--- src/rtl/chip7458_sequencer_pkg.sv ---
// Shared types and constants for the 7458 exerciser and its golden model.
package chip74_pkg;

    typedef enum logic [2:0] {
        IDLE,
        DRIVE,
        SETTLE,
        SAMPLE,
        DONE
    } seq_state_t;

    localparam int              VEC_W    = 10;
    localparam logic [VEC_W-1:0] VEC_LAST = 10'h3FF;

    // Bit positions of the chip pins inside the driven vector.
    localparam int P1A_BIT = 0;
    localparam int P1B_BIT = 1;
    localparam int P1C_BIT = 2;
    localparam int P1D_BIT = 3;
    localparam int P1E_BIT = 4;
    localparam int P1F_BIT = 5;
    localparam int P2A_BIT = 6;
    localparam int P2B_BIT = 7;
    localparam int P2C_BIT = 8;
    localparam int P2D_BIT = 9;

endpackage

--- src/rtl/chip7458_sequencer_if.sv ---
// Harness-side control/status bundle of the 7458 exerciser.
interface chip7458_sequencer_if #(
    parameter int ERR_W = 11
);
    import chip74_pkg::*;

    logic             start;
    logic             abort;
    logic             busy;
    logic             done;
    logic             pass;
    logic [ERR_W-1:0] err_count;
    logic             first_fail_valid;
    logic [VEC_W-1:0] first_fail_vec;

    // Harness side: issues start/abort, observes status.
    modport master (
        output start, abort,
        input  busy, done, pass, err_count, first_fail_valid, first_fail_vec
    );

    // Sequencer side.
    modport slave (
        input  start, abort,
        output busy, done, pass, err_count, first_fail_valid, first_fail_vec
    );

endinterface

--- src/rtl/chip7458_sequencer_golden.sv ---
// Reference behaviour of the dual AND-OR chip; purely combinational.
module chip7458_golden
    import chip74_pkg::*;
(
    input  logic [VEC_W-1:0] vec_i,
    output logic             exp1_o,
    output logic             exp2_o
);

    // Section 1: two 3-input ANDs into an OR; section 2: two 2-input ANDs into an OR.
    assign exp1_o = (vec_i[P1A_BIT] & vec_i[P1B_BIT] & vec_i[P1C_BIT])
                  | (vec_i[P1D_BIT] & vec_i[P1E_BIT] & vec_i[P1F_BIT]);
    assign exp2_o = (vec_i[P2A_BIT] & vec_i[P2B_BIT])
                  | (vec_i[P2C_BIT] & vec_i[P2D_BIT]);

endmodule

--- src/rtl/chip7458_sequencer.sv ---
// Exhaustive exerciser: drives all 1024 input vectors into a 7458, waits for
// settling, compares against the golden model and tallies mismatches.
module chip7458_sequencer
    import chip74_pkg::*;
#(
    parameter int SETTLE_CYCLES = 2,
    parameter int ERR_W         = 11
) (
    input  logic                 clk,
    input  logic                 reset,
    chip7458_sequencer_if.slave  ctl,
    output logic [VEC_W-1:0]     dut_in_o,
    input  logic                 dut_p1y_i,
    input  logic                 dut_p2y_i
);

    localparam int CNT_W = (SETTLE_CYCLES > 1) ? $clog2(SETTLE_CYCLES) : 1;
    localparam logic [CNT_W-1:0] SETTLE_LAST = CNT_W'(SETTLE_CYCLES - 1);

    seq_state_t       state_q;
    logic [VEC_W-1:0] vec_q;
    logic [VEC_W-1:0] dut_in_q;
    logic [CNT_W-1:0] settle_q;
    logic [ERR_W-1:0] err_count_q;
    logic [ERR_W-1:0] err_count_d;
    logic             ffv_q;
    logic [VEC_W-1:0] ffvec_q;
    logic             busy_q;
    logic             done_q;
    logic             pass_q;

    logic exp1, exp2, mismatch, in_run;

    chip7458_golden u_golden (
        .vec_i  (vec_q),
        .exp1_o (exp1),
        .exp2_o (exp2)
    );

    // Compare chip outputs with the model; saturating error increment.
    always_comb begin
        mismatch    = (dut_p1y_i != exp1) | (dut_p2y_i != exp2);
        err_count_d = (err_count_q == '1) ? err_count_q : err_count_q + 1'b1;
        in_run      = (state_q == DRIVE) || (state_q == SETTLE) || (state_q == SAMPLE);
    end

    // Sequencer FSM with all status outputs registered.
    always_ff @(posedge clk) begin
        if (reset) begin
            state_q     <= IDLE;
            vec_q       <= '0;
            dut_in_q    <= '0;
            settle_q    <= '0;
            err_count_q <= '0;
            ffv_q       <= 1'b0;
            ffvec_q     <= '0;
            busy_q      <= 1'b0;
            done_q      <= 1'b0;
            pass_q      <= 1'b0;
        end else if (ctl.abort && in_run) begin
            // Results and pins are left as they were for post-mortem.
            state_q <= IDLE;
            busy_q  <= 1'b0;
        end else begin
            case (state_q)
                IDLE, DONE: begin
                    // abort outranks start even when idle.
                    if (ctl.start && !ctl.abort) begin
                        state_q     <= DRIVE;
                        vec_q       <= '0;
                        err_count_q <= '0;
                        ffv_q       <= 1'b0;
                        ffvec_q     <= '0;
                        busy_q      <= 1'b1;
                        done_q      <= 1'b0;
                        pass_q      <= 1'b0;
                    end
                end
                DRIVE: begin
                    dut_in_q <= vec_q;
                    settle_q <= '0;
                    state_q  <= SETTLE;
                end
                SETTLE: begin
                    if (settle_q == SETTLE_LAST) begin
                        state_q <= SAMPLE;
                    end else begin
                        settle_q <= settle_q + 1'b1;
                    end
                end
                SAMPLE: begin
                    if (mismatch) begin
                        err_count_q <= err_count_d;
                        if (!ffv_q) begin
                            ffv_q   <= 1'b1;
                            ffvec_q <= vec_q;
                        end
                    end
                    if (vec_q == VEC_LAST) begin
                        // Final vector's result is folded into pass here.
                        state_q <= DONE;
                        busy_q  <= 1'b0;
                        done_q  <= 1'b1;
                        pass_q  <= (err_count_q == '0) && !mismatch;
                    end else begin
                        vec_q   <= vec_q + 1'b1;
                        state_q <= DRIVE;
                    end
                end
                default: begin
                    state_q <= IDLE;
                    busy_q  <= 1'b0;
                end
            endcase
        end
    end

    assign dut_in_o             = dut_in_q;
    assign ctl.busy             = busy_q;
    assign ctl.done             = done_q;
    assign ctl.pass             = pass_q;
    assign ctl.err_count        = err_count_q;
    assign ctl.first_fail_valid = ffv_q;
    assign ctl.first_fail_vec   = ffvec_q;

endmodule

--- src/flat_wrapper.sv ---
// flat-port wrapper written by rule: the top's interface ports become plain ports
module chip7458_sequencer_flat import chip74_pkg::*;
#(
    parameter int SETTLE_CYCLES = 2,
    parameter int ERR_W         = 11
)
  (clk, reset, dut_in_o, dut_p1y_i, dut_p2y_i, ctl_start, ctl_abort, ctl_busy, ctl_done, ctl_pass, ctl_err_count, ctl_first_fail_valid, ctl_first_fail_vec);
  chip7458_sequencer_if #(.ERR_W(ERR_W)) ctl_i ();
  input  logic clk;
  input  logic reset;
  output logic [VEC_W-1:0] dut_in_o;
  input  logic dut_p1y_i;
  input  logic dut_p2y_i;
  input wire logic [$bits(ctl_i.start)-1:0] ctl_start;
  input wire logic [$bits(ctl_i.abort)-1:0] ctl_abort;
  output wire logic [$bits(ctl_i.busy)-1:0] ctl_busy;
  output wire logic [$bits(ctl_i.done)-1:0] ctl_done;
  output wire logic [$bits(ctl_i.pass)-1:0] ctl_pass;
  output wire logic [$bits(ctl_i.err_count)-1:0] ctl_err_count;
  output wire logic [$bits(ctl_i.first_fail_valid)-1:0] ctl_first_fail_valid;
  output wire logic [$bits(ctl_i.first_fail_vec)-1:0] ctl_first_fail_vec;
  assign ctl_i.start = ctl_start;
  assign ctl_i.abort = ctl_abort;
  assign ctl_busy = ctl_i.busy;
  assign ctl_done = ctl_i.done;
  assign ctl_pass = ctl_i.pass;
  assign ctl_err_count = ctl_i.err_count;
  assign ctl_first_fail_valid = ctl_i.first_fail_valid;
  assign ctl_first_fail_vec = ctl_i.first_fail_vec;
  chip7458_sequencer #(.SETTLE_CYCLES(SETTLE_CYCLES), .ERR_W(ERR_W)) u_core (.clk(clk), .reset(reset), .ctl(ctl_i), .dut_in_o(dut_in_o), .dut_p1y_i(dut_p1y_i), .dut_p2y_i(dut_p2y_i));
endmodule
--- config.mk ---
export PLATFORM = sky130hd
export DESIGN_NAME = chip7458_sequencer_flat
export DESIGN_NICKNAME = d
export VERILOG_FILES = /design/src/rtl/chip7458_sequencer_pkg.sv /design/src/rtl/chip7458_sequencer_if.sv /design/src/rtl/chip7458_sequencer_golden.sv /design/src/rtl/chip7458_sequencer.sv /design/src/flat_wrapper.sv
export SDC_FILE = /design/constraint.sdc
export NUM_CORES = 1
export LEC_CHECK = 0
export CAP_MARGIN = 15
export CORE_ASPECT_RATIO = 0.9
export CORE_MARGIN = 3
export CORE_UTILIZATION = 32
export DETAILED_ROUTE_END_ITERATION = 7
export GPL_TIMING_DRIVEN = 0
export SYNTH_ARGS = -nofsm -noshare
export SYNTH_HDL_FRONTEND = slang
export SYNTH_SLANG_ARGS = --single-unit
export TNS_END_PERCENT = 20
--- constraint.sdc ---
create_clock -name clk -period 3.3 [get_ports clk]
set_input_delay 0.495 -clock clk [delete_from_list [all_inputs] [get_ports clk]]
set_output_delay 0.495 -clock clk [all_outputs]
set_load 0.02 [all_outputs]
; Word-level counts from Yosys, hierarchy flattened
; Cells that the tools add are included.
[totals]
memories = 0
romBits = 0
regBits = 49
mem_bits_rw = 0
latch_bits = 0
out_inout_bits = 35
[classes]
multipliers = 0
div_mod_pow = 0
order_cmp = 0
n_shift = 0
bitwise = 11
addsub = 3
muxes = 26
reduce_logical = 23
n_eq_ne = 15
[ops]
columns = operator, n
row1 = $mux W10, 4
row2 = $pmux W10 S2, 2
row3 = $mux W11, 3
row4 = $pmux W11 S2, 1
row5 = $pmux W3 S4, 1
row6 = $reduce_and A4 Y1, 3
row7 = $add A11 B1 Y11 const B, 1
row8 = $eq A11 B11 Y1 const B, 1
row9 = $logic_not A11 Y1, 1
row10 = $add A10 B1 Y10 const B, 1
row11 = $eq A10 B10 Y1 const B, 1
row12 = $reduce_and A5 Y1, 2
row13 = $mux W3, 3
row14 = $ne A2 B2 Y1 const B, 4
row15 = $pmux W1 S2, 4
row16 = $mux W1, 7
row17 = $and A1 B1 Y1, 6
row18 = $eq A3 B2 Y1 const B, 2
row19 = $ne A2 B1 Y1 const B, 3
row20 = $reduce_and A2 Y1, 3
row21 = $reduce_or A2 Y1, 3
row22 = $reduce_bool A2 Y1, 2
row23 = $eq A3 B1 Y1 const B, 1
row24 = $eq A3 B3 Y1 const B, 1
row25 = 10 further kinds, 18

; Depth between registers and ports, before layout
[logic_depth]
ltp_word = 9
mapped_depth = 7
mapped_depth_nobuf = 7

; Modules after synthesis
; From an unflattened synthesis, not the netlist that was laid out.
[hier_totals]
cells_unflattened = 291
hier_area_um2 = 2496.1
[by_module_without_submodules]
columns = mod, area_per_inst_um2, cells_per_inst, seq_area_each_um2, n_inst
row1 = chip7458_sequencer, 2473.6, 287, 980.9, 1
row2 = chip7458_golden, 22.5, 4, 0.0, 1

; Worst setup path before layout
; Ideal clock, no wire load.
[synth_timing]
kind = flip-flop to flip-flop
start = register u_core.vec_q[0]
end = register u_core.err_count_q[4], in the netlist u_core.ctl.err_count[4]
path_stages_with_launch = 8
t_required_ns = 3.226
t_arrival_ns = 1.788
path_slack_ns = 1.438
path_buffers = 0
path_cell_list = dfxtp_1 -> ha_1 -> ha_1 -> a31oi_1 -> xor2_1 -> a211oi_2 -> a21oi_1 -> a31oi_1
[synth_between]
elab_chain_len = 7
[synth_lines]
columns = element, line
row1 = "start, declared", chip7458_sequencer.sv:21  ; logic [VEC_W-1:0] vec_q;
row2 = "start signal, assigned", chip7458_sequencer.sv:106  ; vec_q <= vec_q + 1'b1;
row3 = $and A1 B1 Y1 (2 in series), chip7458_sequencer_golden.sv:11  ; assign exp1_o = (vec_i[P1A_BIT] & vec_i[P1B_BIT] & vec_i[P1C_BIT])
row4 = $or A1 B1 Y1, chip7458_sequencer_golden.sv:12  ; | (vec_i[P1D_BIT] & vec_i[P1E_BIT] & vec_i[P1F_BIT]);
row5 = $ne A1 B1 Y1, chip7458_sequencer.sv:42  ; mismatch = (dut_p1y_i != exp1) | (dut_p2y_i != exp2);
row6 = $or A1 B1 Y1, chip7458_sequencer.sv:42
row7 = $ne A2 B1 Y1 (no source line), --
row8 = $reduce_and A5 Y1 (no source line), --
row9 = "end signal, assigned", chip7458_sequencer.sv:93  ; err_count_q <= err_count_d;
row10 = "end, declared", chip7458_sequencer.sv:24  ; logic [ERR_W-1:0] err_count_q;
; Every way passes these cells.
; A chain may end at the register's enable or synchronous reset.

; Worst setup path in the final report
[layout_timing]
start = register u_core.vec_q[0]
end = register u_core.err_count_q[9], in the netlist u_core.ctl.err_count[9]
; Same word-level chain as after synthesis.

==> tab_implementation.tex <==
\begin{tabular}{lr}
\hline
Metric & Value \\
\hline
\multicolumn{2}{l}{\textbf{CTS}} \\
\quad Clock sink total & 49 \\
\quad Number of instances resized during post-cts repair & 0 \\
\quad Maximum buffer depth of the clock tree & 2 \\
\quad Number of buffers created by CTS & 5 \\
\quad CTS H-Tree Depth & 2 \\
\quad Insertion delay of the later-clocked pin in the worst-skew pair & 0.30 ns \\
\quad Post-CTS Setup Repair Bufs & 0 \\
\quad Clock tree from TritonCTS & yes \\
\quad Hold buffer count at cts & 0 \\
\quad Root Driver & clkbuf\_8 \\
\quad Clock-pin transition on the worst setup and hold timing paths & 0.08 ns \\
\multicolumn{2}{l}{\textbf{Floorplan}} \\
\quad Floorplan die height & 86.7 microns \\
\quad Die Outline Area & 8300 sq um \\
\quad I/O pin count & 41 \\
\quad Horizontal die dimension & 95.7 microns \\
\quad Initial Utilization & 0.341 \\
\quad FP Rows & 28 \\
\quad Core Area & 6800 sq um \\
\multicolumn{2}{l}{\textbf{Timing}} \\
\quad Minimum clock period & 2.27 ns \\
\quad Actual slew at the worst max-slew pin & 0.693 ns \\
\quad Final period util & 0.687 \\
\quad Fin Clk Skew & 0.00408 ns \\
\quad Final slew viol count & 0 \\
\quad \# setup viols final & 0 \\
\quad Max-slew headroom at the worst pin & 0.537 \\
\quad RSZ-0062 raised after global routing & false \\
\quad Highest achievable clock rate & 0.441 GHz \\
\quad Final hold vios & 0 \\
\quad Total Negative Setup Slacks & 0 ns \\
\multicolumn{2}{l}{\textbf{Route}} \\
\quad DRC violations left & 0 \\
\quad Vias post-DR & 2061 \\
\quad First-pass DRT Iterations & 4 \\
\quad Number of DRC markers in iteration 0 & 117 \\
\quad Number of nets with antenna violations after detailed routing & 0 \\
\quad Vias per std cell & 5.01 \\
\quad Wire length after detailed routing & 5710 microns \\
\quad Average routed wire per standard cell & 13.9 microns \\
\multicolumn{2}{l}{\textbf{Critical path}} \\
\quad Crit path launch type & register \\
\quad Worst Setup End Kind & register \\
\quad Arrival @ worst endpoint & 2.50 ns \\
\quad Worst Path Required & 3.53 ns \\
\quad Type of the setup path with the least slack & register to register \\
\quad Largest driver fanout on the critical path & 10 \\
\multicolumn{2}{l}{\textbf{Cells and area}} \\
\quad Number of nets in the finished design & 330 \\
\quad Area growth syn-to-layout & 25.3\% \\
\quad Final instance count without filler cells & 411 \\
\quad Fraction of final layout cells sized beyond drive strength 1 & 0.0872 \\
\quad Total inserted antenna cells & 0 \\
\quad Final std cell area, no fill & 2900 sq um \\
\multicolumn{2}{l}{\textbf{Min path}} \\
\quad Hold/Removal Path Class & register to register \\
\multicolumn{2}{l}{\textbf{Synth}} \\
\quad Post-synth EDFFs & 0 \\
\quad Synthesized netlist net count & 284 \\
\quad Cell count after synthesis & 274 \\
\quad Most instantiated library cell after synthesis & dfxtp\_1 \\
\quad Area contributors post-synth & dfxtp\_1, nand2\_1, nor2\_1, a21oi\_1, o2bb2ai\_1 \\
\quad Summed instance area of the synthesized netlist & 2320 sq um \\
\quad Cell variety after synth & 49 \\
\quad Post-synth top area share & 0.423 \\
\quad Post-synthesis async set-or-reset flop share & 0 \\
\quad Primary FF master, synth & dfxtp\_1 \\
\quad Synth cell count leaders & dfxtp\_1, nand2\_1, nor2\_1, a21oi\_1, nand3\_1 \\
\quad Count of synthesis-stage warnings from yosys & 0 \\
\quad Synthesized area per cell & 8.46 sq um \\
\quad Library cell with the largest summed area after synthesis & dfxtp\_1 \\
\quad Yosys reg bits & 49 \\
\quad Part of the Yosys area used for sequential elements & 0.423 \\
\multicolumn{2}{l}{\textbf{Placement}} \\
\quad Cell count after placement & 403 \\
\quad Port Buffer Count & 39 \\
\quad DP HPWL & 4230 microns \\
\quad Final GP Congestion & 0.818 \\
\quad Post-place instance area & 2820 sq um \\
\multicolumn{2}{l}{\textbf{Run}} \\
\quad Max Cap Viol & 0 \\
\multicolumn{2}{l}{\textbf{Outcome}} \\
\quad Status & finished clean \\
\multicolumn{2}{l}{\textbf{Global routing}} \\
\quad Global-route wire length before repair & 9440 microns \\
\quad Initial antenna violation count & 0 \\
\quad Remaining global-route overflow & 0 \\
\quad GRT Overall Usage & 0.146 \\
\quad Largest net degree at the start of global routing & 15 \\
\quad Via count of the first global-routing pass & 1889 \\
\multicolumn{2}{l}{\textbf{Power}} \\
\quad Total power of the final layout & 1.07 mW \\
\quad Power density relative to cell area & 369 nW/um\^{}2 \\
\quad Static Leak & 1.01 nW \\
\quad Worst ir drop on vdd & 0.172 mV \\
\hline
\end{tabular}
[report_power, final]
group          internal [mW]  switching [mW]
logic                 0.0433          0.0795
clock network          0.147           0.196
registers              0.599         0.00756
[layout make-up]
type	instances	area [sq um]
repair buffers	39	390
clock inverters	2	10.0
fillers	716	3890
multi-input cells	204	1240
plain buffers	14	70.1
well taps	90	113
inverters	7	26.3
clock buffers	6	72.6
flip-flops and latches	49	981
[worst paths after layout]
kind                                     start                            to  slack (ns)  cells past startpoint
setup reg to reg               u_core.vec_q[0]       u_core.ctl.err_count[9]        1.03                      7
setup / recovery               u_core.vec_q[0]       u_core.ctl.err_count[9]        1.03                      7
hold / removal    u_core.ctl.first_fail_vec[6]  u_core.ctl.first_fail_vec[6]        0.45                      2
hold reg to reg   u_core.ctl.first_fail_vec[6]  u_core.ctl.first_fail_vec[6]        0.45                      2
[metal layers]
metal	global-route usage	share of wire
met5	0	0
met2	0.214	0.46
met4	0.0388	0.011
met3	0.0286	0.025
met1	0.215	0.50
[critical path, stage by stage (launching register included)]
cell and delay [ns]:
dfxtp_1 0.38, ha_1 0.28, ha_1 0.21, a31oi_1 0.27, xor2_1 0.12, a211oi_2 0.64, a21oi_1 0.13, a31oi_1 0.17
[flip-flops by register name (all words and copies together), names as in the netlist]
| signal | count |
|---|---|
| u_core.settle_q | 1 |
| u_core.ctl.first_fail_valid | 1 |
| u_core.vec_q | 10 |
| u_core.ctl.err_count | 11 |
| u_core.dut_in_o | 10 |
| u_core.ctl.first_fail_vec | 10 |
| u_core.state_q | 3 |
| u_core.ctl.done | 1 |
| u_core.ctl.pass | 1 |
| u_core.ctl.busy | 1 |
[layout by cell type, fill, tap and decap left out, types with 3 or more instances in the layout]
master | netlist | routed
dfxtp_1 | 49 | 49
nand2_1 | 48 | 48
clkdlybuf4s50_1 | 0 | 39
nor2_1 | 27 | 27
a21oi_1 | 19 | 19
nand3_1 | 11 | 11
o2bb2ai_1 | 10 | 10
xor2_1 | 9 | 9
inv_1 | 7 | 7
a31oi_1 | 7 | 7
clkbuf_1 | 6 | 7
nand4_1 | 6 | 6
buf_2 | 5 | 5
and3_1 | 5 | 5
o21ai_0 | 5 | 5
nor3_1 | 5 | 5
clkbuf_8 | 0 | 5
ha_1 | 4 | 4
a22oi_1 | 3 | 3
xnor2_1 | 3 | 3
nor2b_1 | 3 | 3
o211ai_1 | 3 | 3
and2_1 | 3 | 3
a32oi_1 | 3 | 3
nor4_1 | 3 | 3
[per-stage QoR]
stage,hold WS [ns],setup slack [ns],util
global route,0.465,0.721,0.427
detailed placement,0.444,0.772,0.415
floorplan,0.474,1.44,-
finish,0.451,1.03,0.427
CTS,0.455,1.00,0.427
global placement,0.442,0.777,0.415
[logic make-up after synthesis]
family / count (synthesis) / synth area share
fa+ha+maj: 4 / 0.0216
mux: 2 / 0.00864
xor+xnor: 12 / 0.0454
compound gates: 65 / 0.206
simple gates: 121 / 0.254
flops: 49 / 0.423
buf+inv: 21 / 0.0416
Note: power is estimated with default switching activity, not from simulation.
==> variant 1, RTL diff (same flow settings) <==
`ERR_W` is set to 11 in 3 places; all go to 15.
--- a/src/rtl/chip7458_sequencer_if.sv
+++ b/src/rtl/chip7458_sequencer_if.sv
@@ -1,6 +1,6 @@
 // Harness-side control/status bundle of the 7458 exerciser.
 interface chip7458_sequencer_if #(
-    parameter int ERR_W = 11
+    parameter int ERR_W = 15
 );
     import chip74_pkg::*;
 
--- a/src/rtl/chip7458_sequencer.sv
+++ b/src/rtl/chip7458_sequencer.sv
@@ -4,7 +4,7 @@
     import chip74_pkg::*;
 #(
     parameter int SETTLE_CYCLES = 2,
-    parameter int ERR_W         = 11
+    parameter int ERR_W         = 15
 ) (
     input  logic                 clk,
     input  logic                 reset,
--- a/src/flat_wrapper.sv
+++ b/src/flat_wrapper.sv
@@ -2,7 +2,7 @@
 module chip7458_sequencer_flat import chip74_pkg::*;
 #(
     parameter int SETTLE_CYCLES = 2,
-    parameter int ERR_W         = 11
+    parameter int ERR_W         = 15
 )
   (clk, reset, dut_in_o, dut_p1y_i, dut_p2y_i, ctl_start, ctl_abort, ctl_busy, ctl_done, ctl_pass, ctl_err_count, ctl_first_fail_valid, ctl_first_fail_vec);
   chip7458_sequencer_if #(.ERR_W(ERR_W)) ctl_i ();
Ports: changed (resized ctl_err_count); port bits go from 41 to 45. No check against the original RTL was run, so the function may have changed too.
==> variant 1 against the unedited design <==
  * First-iteration DRC count up 64%
  * Total power up 3.4%
  * Die area up 9.6%
  * Setup slack better by 0.030 ns
  * Combinational power down 45%
  * Sequential cell count up 4
  * Cell area up 11%
  * Routed wire length up 23%
  * Highest routed layer unchanged
  * Area after synthesis up 10%
==> variant 1: results (changes against the unedited design) <==
clocking:
  clock_path_buffers: 2  # unchanged
  post_cts_buffers: 0  # unchanged
  cts_buffers: 5  # unchanged
  insertion_delay_ns: 0.32  # +0.02 ns
  cts_root_buf: "clkbuf_8"
  cts.repair.resized: 0  # unchanged
  clk_pin_slew_ns: 0.11  # +0.03 ns
global_routing:
  grt_pass1_wl_um: 11800  # +25%
  antenna_found_initial: 0  # unchanged
  grt_pass1_vias: 2205  # +17%
  grt_max_degree: 19  # +4
  grt_use_total_pct: 16.0  # +1.4 points
placement:
  place.gp.congestion: 0.842  # +2.9%
  dp_slack_ns: 0.633  # -0.138 ns
  dpl_cell_area_um2: 3110  # +10%
  numPortBuffers: 43  # +10%
  dpl.hpwl_um: 4950  # +17%
  dp.cells: 444  # +10%
worst_setup_path:
  cp_max_fo: 10  # unchanged
  arrival_ns: 2.43  # -0.07 ns
  path_delay_family: "simple AND/OR/NAND/NOR gates"
  crit_path_top_delay_cell: "dfxtp_1"
  critPathMaxStageDelay_ns: 0.45  # -0.19 ns
sta:
  setup_ws_ns: 1.06  # +0.0301 ns
  skew_ns: 0.00803  # +0.00395 ns
  whs_ns: 0.460  # +0.00919 ns
  tightest_slew_ns: 0.730  # +0.0370 ns
synthesis:
  syn_area_per_cell_um2: 8.38  # -0.90%
  ys_warn_count: 0  # unchanged
  synth_cell_types: 51  # +4.1%
  ys_top_cells_by_area: "dfxtp_1, a21oi_1, nor2_1, nand2_1, a22oi_1"
  synth_common_cells: "dfxtp_1, nor2_1, a21oi_1"
  yosysSeqAreaShare_pct: 41.5  # -0.83 points
  synth_nets: 315  # +11%
  postSynth.asyncResetShare_pct: 0  # unchanged
pwr:
  ir_drop_mv: 0.198  # +15%
  leakagePower_uw: 0.00108  # +6.8%
cells_and_area:
  fillers: 790  # +10%
  final_cells: 453  # +10%
  largest_reg_flops: 15  # +4
  n_antenna_cell: 0  # unchanged
  drive_gt1_share_pct: 7.84  # -0.88 points
  fin_nets: 366  # +11%
drt:
  drtIter0Drc: 192  # +64%
  drtPass1Iterations: 5  # +1
  drt_wl_total_um: 7010  # +23%
  vias: 2473  # +20%
status:
  status: "complete, no violations"
worst_hold_path:
  holdCritPathClass: "flop to flop"
[variant 1: changes by cell type after synthesis, moves of 5 or more]
| cell | unedited run | this run |
|---|---|---|
| clkbuf_1 | 6 | 14 |
| o2bb2ai_1 | 10 | 0 |
| nand2_1 | 48 | 28 |
| a21oi_1 | 19 | 33 |
| a22oi_1 | 3 | 12 |
| or3_1 | 1 | 6 |
| nor2_1 | 27 | 36 |
| o21ai_0 | 5 | 13 |
[variant 1: worst paths after layout]
kind | endpoint | cells past startpoint | startpoint
setup / recovery | u_core.ctl.err_count[6] | 7 | u_core.ctl.err_count[0]
setup reg to reg | u_core.ctl.err_count[6] | 7 | u_core.ctl.err_count[0]
hold / removal | u_core.dut_in_o[3] | 2 | u_core.dut_in_o[3]
hold reg to reg | u_core.dut_in_o[3] | 2 | u_core.dut_in_o[3]
[variant 1: layout make-up]
type	instances	area, µm²	area share (%)
multi-input cells	228	1390	43.3
flip-flops and latches	53	1060	33.1
repair buffers	44	438	13.6
well taps	96	120	3.74
plain buffers	20	91.3	2.85
clock buffers	5	68.8	2.14
clock inverters	3	26.3	0.819
inverters	4	15.0	0.468
[variant 1: kinds of logic after synthesis]
family                     count (synthesis)  share of synthesized area, %
and+or+nand+nor                          131                          27.1
AOI/OAI and AO/OA                         82                          20.7
adders and majority gates                  4                          1.96
muxes                                      2                          1.27
DFF                                       53                          41.5
xor gates and xnor gates                   9                          3.38
buffers and inverters                     24                          4.16
[variant 1: where the power goes]
| part | switching [µW] | internal [µW] |
|---|---|---|
| Combinational | 45.9 | 22.2 |
| Clock | 241 | 155 |
| Sequential | 2.77 | 642 |
[variant 1: per-layer routing]
layer	routed length (µm)	track usage [%]	vias to the layer above
li1	-	-	1212
met1	3520	25.3	1186
met2	3040	22.0	68
met3	358	2.47	7
met4	85	4.38	0
met5	0	0	-
==> variant 2, RTL diff (config.mk and constraints unchanged) <==
Without the edit above. Reset style: asynchronous (`reset`), changed in one clocked block.
--- a/src/rtl/chip7458_sequencer.sv
+++ b/src/rtl/chip7458_sequencer.sv
@@ -45,7 +45,7 @@
     end
 
     // Sequencer FSM with all status outputs registered.
-    always_ff @(posedge clk) begin
+    always_ff @(posedge clk or posedge reset) begin
         if (reset) begin
             state_q     <= IDLE;
             vec_q       <= '0;
Function: differs if reset is asserted again (counterexample within 4 cycles, from zero or initial values and one cycle with reset high); with reset held inactive, the same outputs for 10 cycles.
==> variant 2 against the unedited design <==
  * Critical path type is now primary input to flop
  * Hold slack got worse by 0.0019 ns
  * Synthesized cell count decreased by 18%
  * Total power increased by 16%
  * Global-route usage decreased by 0.62 points
  * Final cell count decreased by 10%
  * Sequential cell count unchanged
  * Routed wire length decreased by 1.2%
  * Cell area increased by 3.4%
  * Setup slack got worse by 0.22 ns
  * Register-to-register slack got worse by 0.10 ns
  * Area after synthesis increased by 3.0%
==> variant 2: results (changes against the unedited design) <==
worst_setup_path:
  r2r_start: "u_core.vec_q[0]"
  r2r_slack_ns: 0.93  # -0.10 ns
  worstSetupEndpoint: "u_core.vec_q[9]"
  arrival_ns: 2.66  # +0.16 ns
  reg2reg_to: "u_core.ctl.first_fail_vec[5]"
drt:
  vias_per_cell: 5.22  # +4.1%
  dr_wl_met3_um: 215  # +50%
  drtIter0Drc: 92  # -21%
  drt-met1-wl_um: 2900  # +1.4%
  wl_per_cell_um: 15.3  # +10%
  drt_wl_total_um: 5640  # -1.2%
  wl_met2_um: 2440  # -7.7%
cells_and_area:
  fillers: 698  # -2.5%
  drive_gt1_share_pct: 10.9  # +2.2 points
  fin_nets: 284  # -14%
pwr:
  seqPwrFrac_pct: 52.8  # -3.7 points
  comb_power_uw: 241  # +96%
  power_density_nw_per_um2: 414  # +12%
synthesis:
  synth_compound_area_share_pct: 14.8  # -5.7 points
  synth_common_cells: "dfrtp_1, nor2_1, nand2_1"
  syn-instance-count: 226  # -18%
  postSynth.asyncResetShare_pct: 100  # +100 points
  synth_nets: 236  # -17%
  yosysSeqAreaShare_pct: 51.4  # +9.1 points
  synth_cell_types: 44  # -10%
  synth_fa_ha_area_share_pct: 2.10  # -0.062 points
global_routing:
  use_met3_pct: 2.71  # -0.16 points
  grt_util_met2_pct: 20.9  # -0.54 points
  grt_use_total_pct: 13.9  # -0.62 points
  grt_pass1_vias: 1860  # -1.5%
  gr-usage-met1_pct: 20.3  # -1.3 points
  grt_pass1_wl_um: 9500  # +0.66%
placement:
  dpl.hpwl_um: 4070  # -3.8%
  dpl_cell_area_um2: 2920  # +3.6%
  dp.cells: 360  # -11%
  dp_slack_ns: 0.547  # -0.224 ns
status:
  status: "complete, no violations"
sta:
  slew_headroom_pct: 51.5  # -2.2 points
  fmax_mhz: 402  # -8.8%
  whs_ns: 0.449  # -0.00194 ns
  skew_ns: 0.00616  # +0.00208 ns
worst_hold_path:
  holdCritPathClass: "primary input to async pin"
variant 2: cell types whose count changed in the layout (fill, tap and decap cells not counted), moves of 5 or more:
cell / delta
nor2_1: -9
o2bb2ai_1: -10
dfxtp_1: -49
a21oi_1: -12
o21ai_0: +5
xor2_1: -9
mux2_2: +11
nand2_1: -34
a22o_1: +13
clkbuf_1: +5
dfrtp_1: +49
xnor2_1: +5
variant 2: final cells by class:
cell class | count | area, µm² | share of cell area [%]
Multi-Input combinational cell | 158 | 1080 | 36.0
Inverter | 7 | 26.3 | 0.875
Sequential cell | 49 | 1230 | 40.8
Clock buffer | 8 | 80.1 | 2.67
Tap cell | 93 | 116 | 3.88
Timing Repair Buffer | 41 | 420 | 14.0
Buffer | 12 | 53.8 | 1.79
variant 2: worst max-delay path, cell delays in order:
cell,delay [ns]
clkdlybuf4s50_1,0.43
clkbuf_1,0.25
nor4b_1,0.60
o2111ai_1,0.35
nor4_1,0.32
xnor2_1,0.16
nor2_1,0.05
